<file path="src/rtl/fan_tach_meter.sv">
// -----------------------------------------------------------------------------
// fan_tach_meter
//
// Fan tachometer front end. The open-drain tach pin is synchronised into the
// clk_i domain and debounced on clk_en_i sample ticks. The falling edges of the
// filtered level are counted over a fixed gate window of GATE_TICKS ticks. At
// every window end the saturated count is published on speed_o together with
// a one-cycle speed_valid_o strobe, in the same form as the ADC_value/dataValid
// pair used by the controller core. stall_o flags a fan that has produced no
// edge for STALL_WINDOWS consecutive windows.
//
// The first window after reset is a priming window: it is measured but not
// published, because it may have started part-way through a tach period.
//
// Ports
//   clk_i          in   1               system clock
//   rst_i          in   1               asynchronous active-high reset
//   clk_en_i       in   1               sample tick, one clk_i cycle wide
//   tach_i         in   1               raw tach pin, asynchronous, idle high
//   speed_o        out  SPEED_BITWIDTH  falling-edge count of last window
//   speed_valid_o  out  1               strobe, high when speed_o updates
//   stall_o        out  1               last STALL_WINDOWS windows counted 0
// -----------------------------------------------------------------------------
module fan_tach_meter #(
  parameter logic [15:0] GATE_TICKS     = 16'd50000,
  parameter logic [3:0]  DEBOUNCE_TICKS = 4'd3,
  parameter logic [2:0]  STALL_WINDOWS  = 3'd4,
  parameter int          SPEED_BITWIDTH = 8
) (
  input  logic                      clk_i,
  input  logic                      rst_i,
  input  logic                      clk_en_i,
  input  logic                      tach_i,
  output logic [SPEED_BITWIDTH-1:0] speed_o,
  output logic                      speed_valid_o,
  output logic                      stall_o
);

  // FSM encoding
  localparam logic [0:0] ST_PRIME = 1'b0;
  localparam logic [0:0] ST_RUN   = 1'b1;

  localparam logic [SPEED_BITWIDTH-1:0] CNT_ZERO = {SPEED_BITWIDTH{1'b0}};
  localparam logic [SPEED_BITWIDTH-1:0] CNT_MAX  = {SPEED_BITWIDTH{1'b1}};
  localparam logic [SPEED_BITWIDTH-1:0] CNT_ONE  =
    {{(SPEED_BITWIDTH-1){1'b0}}, 1'b1};

  // Saturating increment: holds at all-ones so the count can never wrap.
  function automatic logic [SPEED_BITWIDTH-1:0] sat_inc(
    input logic [SPEED_BITWIDTH-1:0] val,
    input logic                      inc
  );
    logic [SPEED_BITWIDTH-1:0] res;
    if (inc && (val != CNT_MAX)) begin
      res = val + CNT_ONE;
    end else begin
      res = val;
    end
    return res;
  endfunction

  // Synchroniser
  logic sync1_q;
  logic sync2_q;

  // Debounce
  logic       filt_q;
  logic       filt_d;
  logic [3:0] deb_cnt_q;
  logic [3:0] deb_cnt_d;
  logic       edge_s;

  // Gate window
  logic [15:0] gate_q;
  logic [15:0] gate_d;
  logic        win_end_s;

  // Edge counter
  logic [SPEED_BITWIDTH-1:0] cnt_q;
  logic [SPEED_BITWIDTH-1:0] cnt_d;
  logic [SPEED_BITWIDTH-1:0] closing_cnt_s;

  // FSM
  logic [0:0] state_q;
  logic [0:0] state_d;
  logic       publish_s;

  // Published outputs and stall tracking
  logic [SPEED_BITWIDTH-1:0] speed_q;
  logic [SPEED_BITWIDTH-1:0] speed_d;
  logic                      valid_q;
  logic                      valid_d;
  logic [2:0]                zcnt_q;
  logic [2:0]                zcnt_d;
  logic                      stall_q;
  logic                      stall_d;

  // Two-flop synchroniser, runs every clk_i cycle; resets to the idle level.
  always_ff @(posedge clk_i or posedge rst_i) begin
    if (rst_i) begin
      sync1_q <= 1'b1;
      sync2_q <= 1'b1;
    end else begin
      sync1_q <= tach_i;
      sync2_q <= sync1_q;
    end
  end

  // Debounce: the filtered level flips only after DEBOUNCE_TICKS consecutive
  // disagreeing sample ticks; a single agreeing tick restarts the count.
  always_comb begin
    filt_d    = filt_q;
    deb_cnt_d = deb_cnt_q;
    if (clk_en_i) begin
      if (sync2_q != filt_q) begin
        if (deb_cnt_q == (DEBOUNCE_TICKS - 4'd1)) begin
          filt_d    = ~filt_q;
          deb_cnt_d = 4'd0;
        end else begin
          deb_cnt_d = deb_cnt_q + 4'd1;
        end
      end else begin
        deb_cnt_d = 4'd0;
      end
    end else begin
      filt_d    = filt_q;
      deb_cnt_d = deb_cnt_q;
    end
  end

  // The edge is flagged in the cycle the filter decides to fall, so an edge
  // coinciding with the window-end tick can still be folded into that window.
  assign edge_s = filt_q & ~filt_d;

  // Gate counter: 0 .. GATE_TICKS-1 on sample ticks, then wraps.
  always_comb begin
    win_end_s = clk_en_i && (gate_q == (GATE_TICKS - 16'd1));
    gate_d    = gate_q;
    if (win_end_s) begin
      gate_d = 16'd0;
    end else if (clk_en_i) begin
      gate_d = gate_q + 16'd1;
    end else begin
      gate_d = gate_q;
    end
  end

  // Edge counter: the closing value includes an edge in the window-end cycle.
  always_comb begin
    closing_cnt_s = sat_inc(cnt_q, edge_s);
    if (win_end_s) begin
      cnt_d = CNT_ZERO;
    end else begin
      cnt_d = closing_cnt_s;
    end
  end

  // FSM: the priming window is measured but never published.
  always_comb begin
    state_d = state_q;
    case (state_q)
      ST_PRIME: begin
        if (win_end_s) begin
          state_d = ST_RUN;
        end else begin
          state_d = ST_PRIME;
        end
      end
      ST_RUN: begin
        state_d = ST_RUN;
      end
      default: begin
        state_d = ST_PRIME;
      end
    endcase
  end

  assign publish_s = win_end_s && (state_q == ST_RUN);

  // Publish path: speed, strobe, zero-window counter and stall flag all
  // change together at a publishing window end.
  always_comb begin
    speed_d = speed_q;
    valid_d = publish_s;
    zcnt_d  = zcnt_q;
    stall_d = stall_q;
    if (publish_s) begin
      speed_d = closing_cnt_s;
      if (closing_cnt_s == CNT_ZERO) begin
        if (zcnt_q == STALL_WINDOWS) begin
          zcnt_d = zcnt_q;
        end else begin
          zcnt_d = zcnt_q + 3'd1;
        end
      end else begin
        zcnt_d = 3'd0;
      end
      stall_d = (zcnt_d == STALL_WINDOWS);
    end else begin
      speed_d = speed_q;
      zcnt_d  = zcnt_q;
      stall_d = stall_q;
    end
  end

  // State registers for debounce, gate, counter and FSM.
  always_ff @(posedge clk_i or posedge rst_i) begin
    if (rst_i) begin
      filt_q    <= 1'b1;
      deb_cnt_q <= 4'd0;
      gate_q    <= 16'd0;
      cnt_q     <= CNT_ZERO;
      state_q   <= ST_PRIME;
    end else begin
      filt_q    <= filt_d;
      deb_cnt_q <= deb_cnt_d;
      gate_q    <= gate_d;
      cnt_q     <= cnt_d;
      state_q   <= state_d;
    end
  end

  // Output registers.
  always_ff @(posedge clk_i or posedge rst_i) begin
    if (rst_i) begin
      speed_q <= CNT_ZERO;
      valid_q <= 1'b0;
      zcnt_q  <= 3'd0;
      stall_q <= 1'b0;
    end else begin
      speed_q <= speed_d;
      valid_q <= valid_d;
      zcnt_q  <= zcnt_d;
      stall_q <= stall_d;
    end
  end

  assign speed_o       = speed_q;
  assign speed_valid_o = valid_q;
  assign stall_o       = stall_q;

endmodule

</file>
<file path="config.mk">
export PLATFORM = sky130hd
export DESIGN_NAME = fan_tach_meter
export DESIGN_NICKNAME = d
export VERILOG_FILES = /design/src/rtl/fan_tach_meter.sv
export SDC_FILE = /design/constraint.sdc
export NUM_CORES = 1
export LEC_CHECK = 0
export ABC_AREA = 1
export CORE_MARGIN = 1
export CORE_UTILIZATION = 50
export DETAILED_ROUTE_END_ITERATION = 10
export PLACE_DENSITY = 0.69
export SLEW_MARGIN = 20
export SYNTH_ARGS = -nofsm -noshare
export SYNTH_HDL_FRONTEND = slang
export SYNTH_SLANG_ARGS = --single-unit
</file>
<file path="constraint.sdc">
create_clock -name clk_i -period 3.15 [get_ports clk_i]
set_input_delay 0.315 -clock clk_i [delete_from_list [all_inputs] [get_ports clk_i]]
set_output_delay 0.315 -clock clk_i [all_outputs]
set_load 0.01 [all_outputs]
</file>
==> out/qor_table.md <==
| Quantity | Reported | Unit |
|:---|:---|:---|
| Run status | finished clean | - |
| Clock root buffer | sky130_fd_sc_hd__clkbuf_8 | - |
| Placement Rows | 24 | - |
| Final clock period utilization by the worst path | 66.4 | % |
| Synth Register Bits | 45 | - |
| Main combinational cell family by area after synthesis | simple AND/OR/NAND/NOR gates | - |
| Number of hold-repair buffers added at the cts stage | 0 | - |
| Number of enable-type register cells in the synthesized netlist | 0 | - |
| Most frequent cell after synthesis | sky130_fd_sc_hd__nand2_1 | - |
| Mapped Area | 0.00242 | sq mm |
| Layout overhead on the synthesized area | 11.0 | % |
| Synth area leaders | sky130_fd_sc_hd__dfrtp_1, sky130_fd_sc_hd__nand2_1, sky130_fd_sc_hd__inv_1, sky130_fd_sc_hd__nor2_1, sky130_fd_sc_hd__nand3_1 | - |
| Cell accounting for the most synthesized area | sky130_fd_sc_hd__dfrtp_1 | - |
| Number of post-CTS setup repair buffers | 0 | - |
| Sequential cell area | 0.00113 | sq mm |
| Utilization of the core after routing | 59.8 | % |
| # nets final | 327 | - |
| Cells on Worst Hold Path | 0 | - |
| Total die area | 0.00513 | sq mm |
| Detailed-routing wirelength on met1 | 2.20 | mm |
| Clock sink count | 45 | - |
| Area used by multi-input combinational logic | 0.00109 | sq mm |
| Post-route clock skew | 0.00451 | ns |
| Mean routed wirelength per cell | 11.7 | microns |
| Via count of the first global-routing pass | 1850 | - |
| Worst Path Class, Setup | flip-flop to flip-flop | - |
| Post-synthesis cell type count | 35 | - |
| Adder and majority cell fraction of the synthesized area | 3.10 | % |
| Met2 wire length | 1.96 | mm |
| Total wire length after detailed routing | 4.34 | mm |
| Power per cell area | 517 | mW/mm^2 |
| Post-synthesis share of cell area spent on and, or, nand and nor gates | 31.8 | % |
| Leading post-synthesis cells by instance count | sky130_fd_sc_hd__nand2_1, sky130_fd_sc_hd__dfrtp_1, sky130_fd_sc_hd__inv_1, sky130_fd_sc_hd__nor2_1, sky130_fd_sc_hd__nand3_1 | - |
| Fin. Hold Viols | 0 | - |
| Maximum number of pins on one net before global-route repair | 46 | - |
| Final setup violation count | 0 | - |
| Unrepaired setup endpoints after global routing | no | - |
| Floorplan Core Area | 0.00450 | sq mm |
| Final global-route overflow total | 0 | - |
| Slew HR | 39.4 | % |
| Uppermost metal layer occupied by signal nets | met4 | - |
| Post-Synthesis Net Count | 310 | - |
| Iteration count of the initial detailed-routing pass | 4 | - |
| Die W | 71.6 | microns |
| Height of the chip | 71.6 | microns |
| Remaining number of nets flagged by the antenna check after routing | 0 | - |
| Commonest register cell after synthesis | sky130_fd_sc_hd__dfrtp_1 | - |
| Required time of the worst setup path | 3.39 | ns |
| Top delay family on crit path | simple AND/OR/NAND/NOR gates | - |
| Half-perimeter wire length after detailed placement | 3.30 | mm |
| Number of H-tree levels | 2 | - |
| Worst path cell trace | ha_1 -> nand3_1 -> nor2_2 -> nand3_2 -> inv_2 -> nand2_2 -> a21oi_1 -> nand4_1 -> nand2_1 | - |
| Multiplexer fraction of the synthesized cell area | 0 | % |
| Post-synthesis sequential area ratio | 46.6 | % |
| Count of instances resized after the clock tree is built | 0 | - |
| Global-route wire length before repair | 8.10 | mm |
| Yosys warning count | 0 | - |
| Delay contributed by the slowest stage of the critical path | 0.40 | ns |
| Maximum fanout encountered on the critical timing path | 19 | - |
| Port-buffer cells | 13 | - |
| Top-level I/O count | 14 | - |
| WP data arrival | 2.33 | ns |
| Maximum Capacitance Violations | 0 | - |
| Transition time of the tightest slew-check pin | 0.907 | ns |
| Achievable Freq | 478 | MHz |
| Clock network latency to the later pin of the worst-skew pair | 0.29 | ns |
| Total power of the final layout | 1.39 | mW |
| Number of buffers added by the clock tree synthesis step | 5 | - |
| Cell count after synthesis | 300 | - |
| Avg Inst Size Synth | 8.08 | sq um |
| Critical-path cell with the highest stage delay | sky130_fd_sc_hd__dfrtp_1 | - |
| HP Class | flip-flop to flip-flop | - |
| Average via count per standard cell | 5.04 | - |
| Setup TNS after final layout | 0 | ns |
| Detailed route wirelength on metal3 | 150 | microns |
| Crit start category | flip-flop | - |
| Worst VDD drop | 0.305 | mV |
| Number of remaining DRC errors | 0 | - |
| Buf+Inv Stages, Crit Path | 1 | - |
| Max-slew violation count | 0 | - |
| Fillers | 401 | - |
| Synth Area in Compound Gates | 7.33 | % |
| Number of antenna violations at the first check in global routing | 0 | - |
| Post-synthesis share of cell area spent on xor and xnor gates | 2.89 | % |
| Proportion of layout cells with a drive suffix above 1 | 12.3 | % |
| Overall track demand over capacity in global routing | 20.0 | % |
| Leakage power of the design | 1.34 | nW |
| CTS tree | done | - |
| Detailed router's first-iteration violation count | 82 | - |
| Initial standard-cell utilization of the core | 53.8 | % |
| Cell depth of the worst flop-to-flop path | 9 | - |
| Fraction of registers with async set or reset after synthesis | 100 | % |
| DR vias | 1865 | - |
| Crit path time final | 2.09 | ns |
| Clock transition at the registers of the reported paths | 0.09 | ns |
| Post-synth top area share | 43.3 | % |
| CTS max path bufs | 2 | - |
| Diodes inserted | 0 | - |
| Critical Path End Type | flip-flop | - |
| Logic depth of the worst path, buffers included | 9 | - |
| Final GP Congestion | 0.843 | - |
-- worst paths after layout --
check,startpoint,endpoint,slack [ns]
max,gate_q[0]$_DFFE_PP0P_,stall_o$_DFFE_PP0P_,1.06
min,sync1_q$_DFF_PP1_,sync2_q$_DFF_PP1_,0.36
max reg2reg,gate_q[0]$_DFFE_PP0P_,stall_o$_DFFE_PP0P_,1.06
min reg2reg,sync1_q$_DFF_PP1_,sync2_q$_DFF_PP1_,0.36
max in group asynchronous,rst_i,speed_valid_o$_DFF_PP0_,2.05
min in group asynchronous,rst_i,deb_cnt_q[2]$_DFFE_PP0P_,0.53
-- metal layers --
metal	up-vias	track usage, %
li1	993	-
met1	844	27.6
met2	24	32.0
met3	4	3.80
met4	0	6.54
met5	-	0
-- stage by stage --
stage | area (sq um) | setup slack [ns] | hold WS (ns) | instances
floorplan | 2420 | 1.56 | 0.319 | 300
global placement | 2600 | 0.958 | 0.349 | 362
detailed placement | 2600 | 0.875 | 0.352 | 362
CTS | 2690 | 1.05 | 0.362 | 370
global route | 2690 | 0.806 | 0.359 | 370
finish | 2690 | 1.06 | 0.358 | 370
-- kinds of logic after synthesis --
family | count (synthesis)
XOR/XNOR | 8
buffers and inverters | 51
AO/OA/AOI/OAI | 32
flip-flops | 45
adder cells (fa/ha/maj) | 6
AND/OR/NAND/NOR | 158
-- registers in the layout, indices dropped and copies added, names as in the netlist --
name,cells
cnt_q,8
deb_cnt_q,4
filt_q,1
gate_q,16
speed_o,8
speed_valid_o,1
stall_o,1
state_q,1
sync1_q,1
sync2_q,1
zcnt_q,3
-- where the power goes --
part	switching, mW	internal [mW]	leakage [nW]
Combinational	0.186	0.105	0.729
Sequential	0.0869	0.659	0.567
Clock	0.198	0.157	0.0445
Total	0.471	0.921	1.34
-- cell type report --
class | instances | area share (%)
sequential | 45 | 42.0
inverter | 47 | 6.55
clock buffer | 5 | 2.56
clock inverter | 3 | 0.790
timing repair buffer | 14 | 5.11
multi-input combinational | 204 | 40.6
tap | 52 | 2.42
-- cell usage in the layout, fill, tap and decap left out, drive strengths merged --
master,Yosys,final
or2,1,1
clkinvlp,0,1
nor3b,1,1
a31oi,2,2
buf,4,1
nand3,19,19
a211oi,1,1
xor2,8,8
o21a,2,2
nor3,6,6
nand2,81,81
nand3b,2,2
clkbuf,0,5
o21ai,19,19
a311oi,1,1
nor4,2,2
dfrtp,42,42
nor2,38,38
dfstp,3,3
clkinv,2,3
nand4,8,8
ha,6,6
a21oi,6,6
a22o,1,1
clkdlybuf4s50,0,13
inv,45,46
No activity file was read; power rests on OpenSTA's default activity.
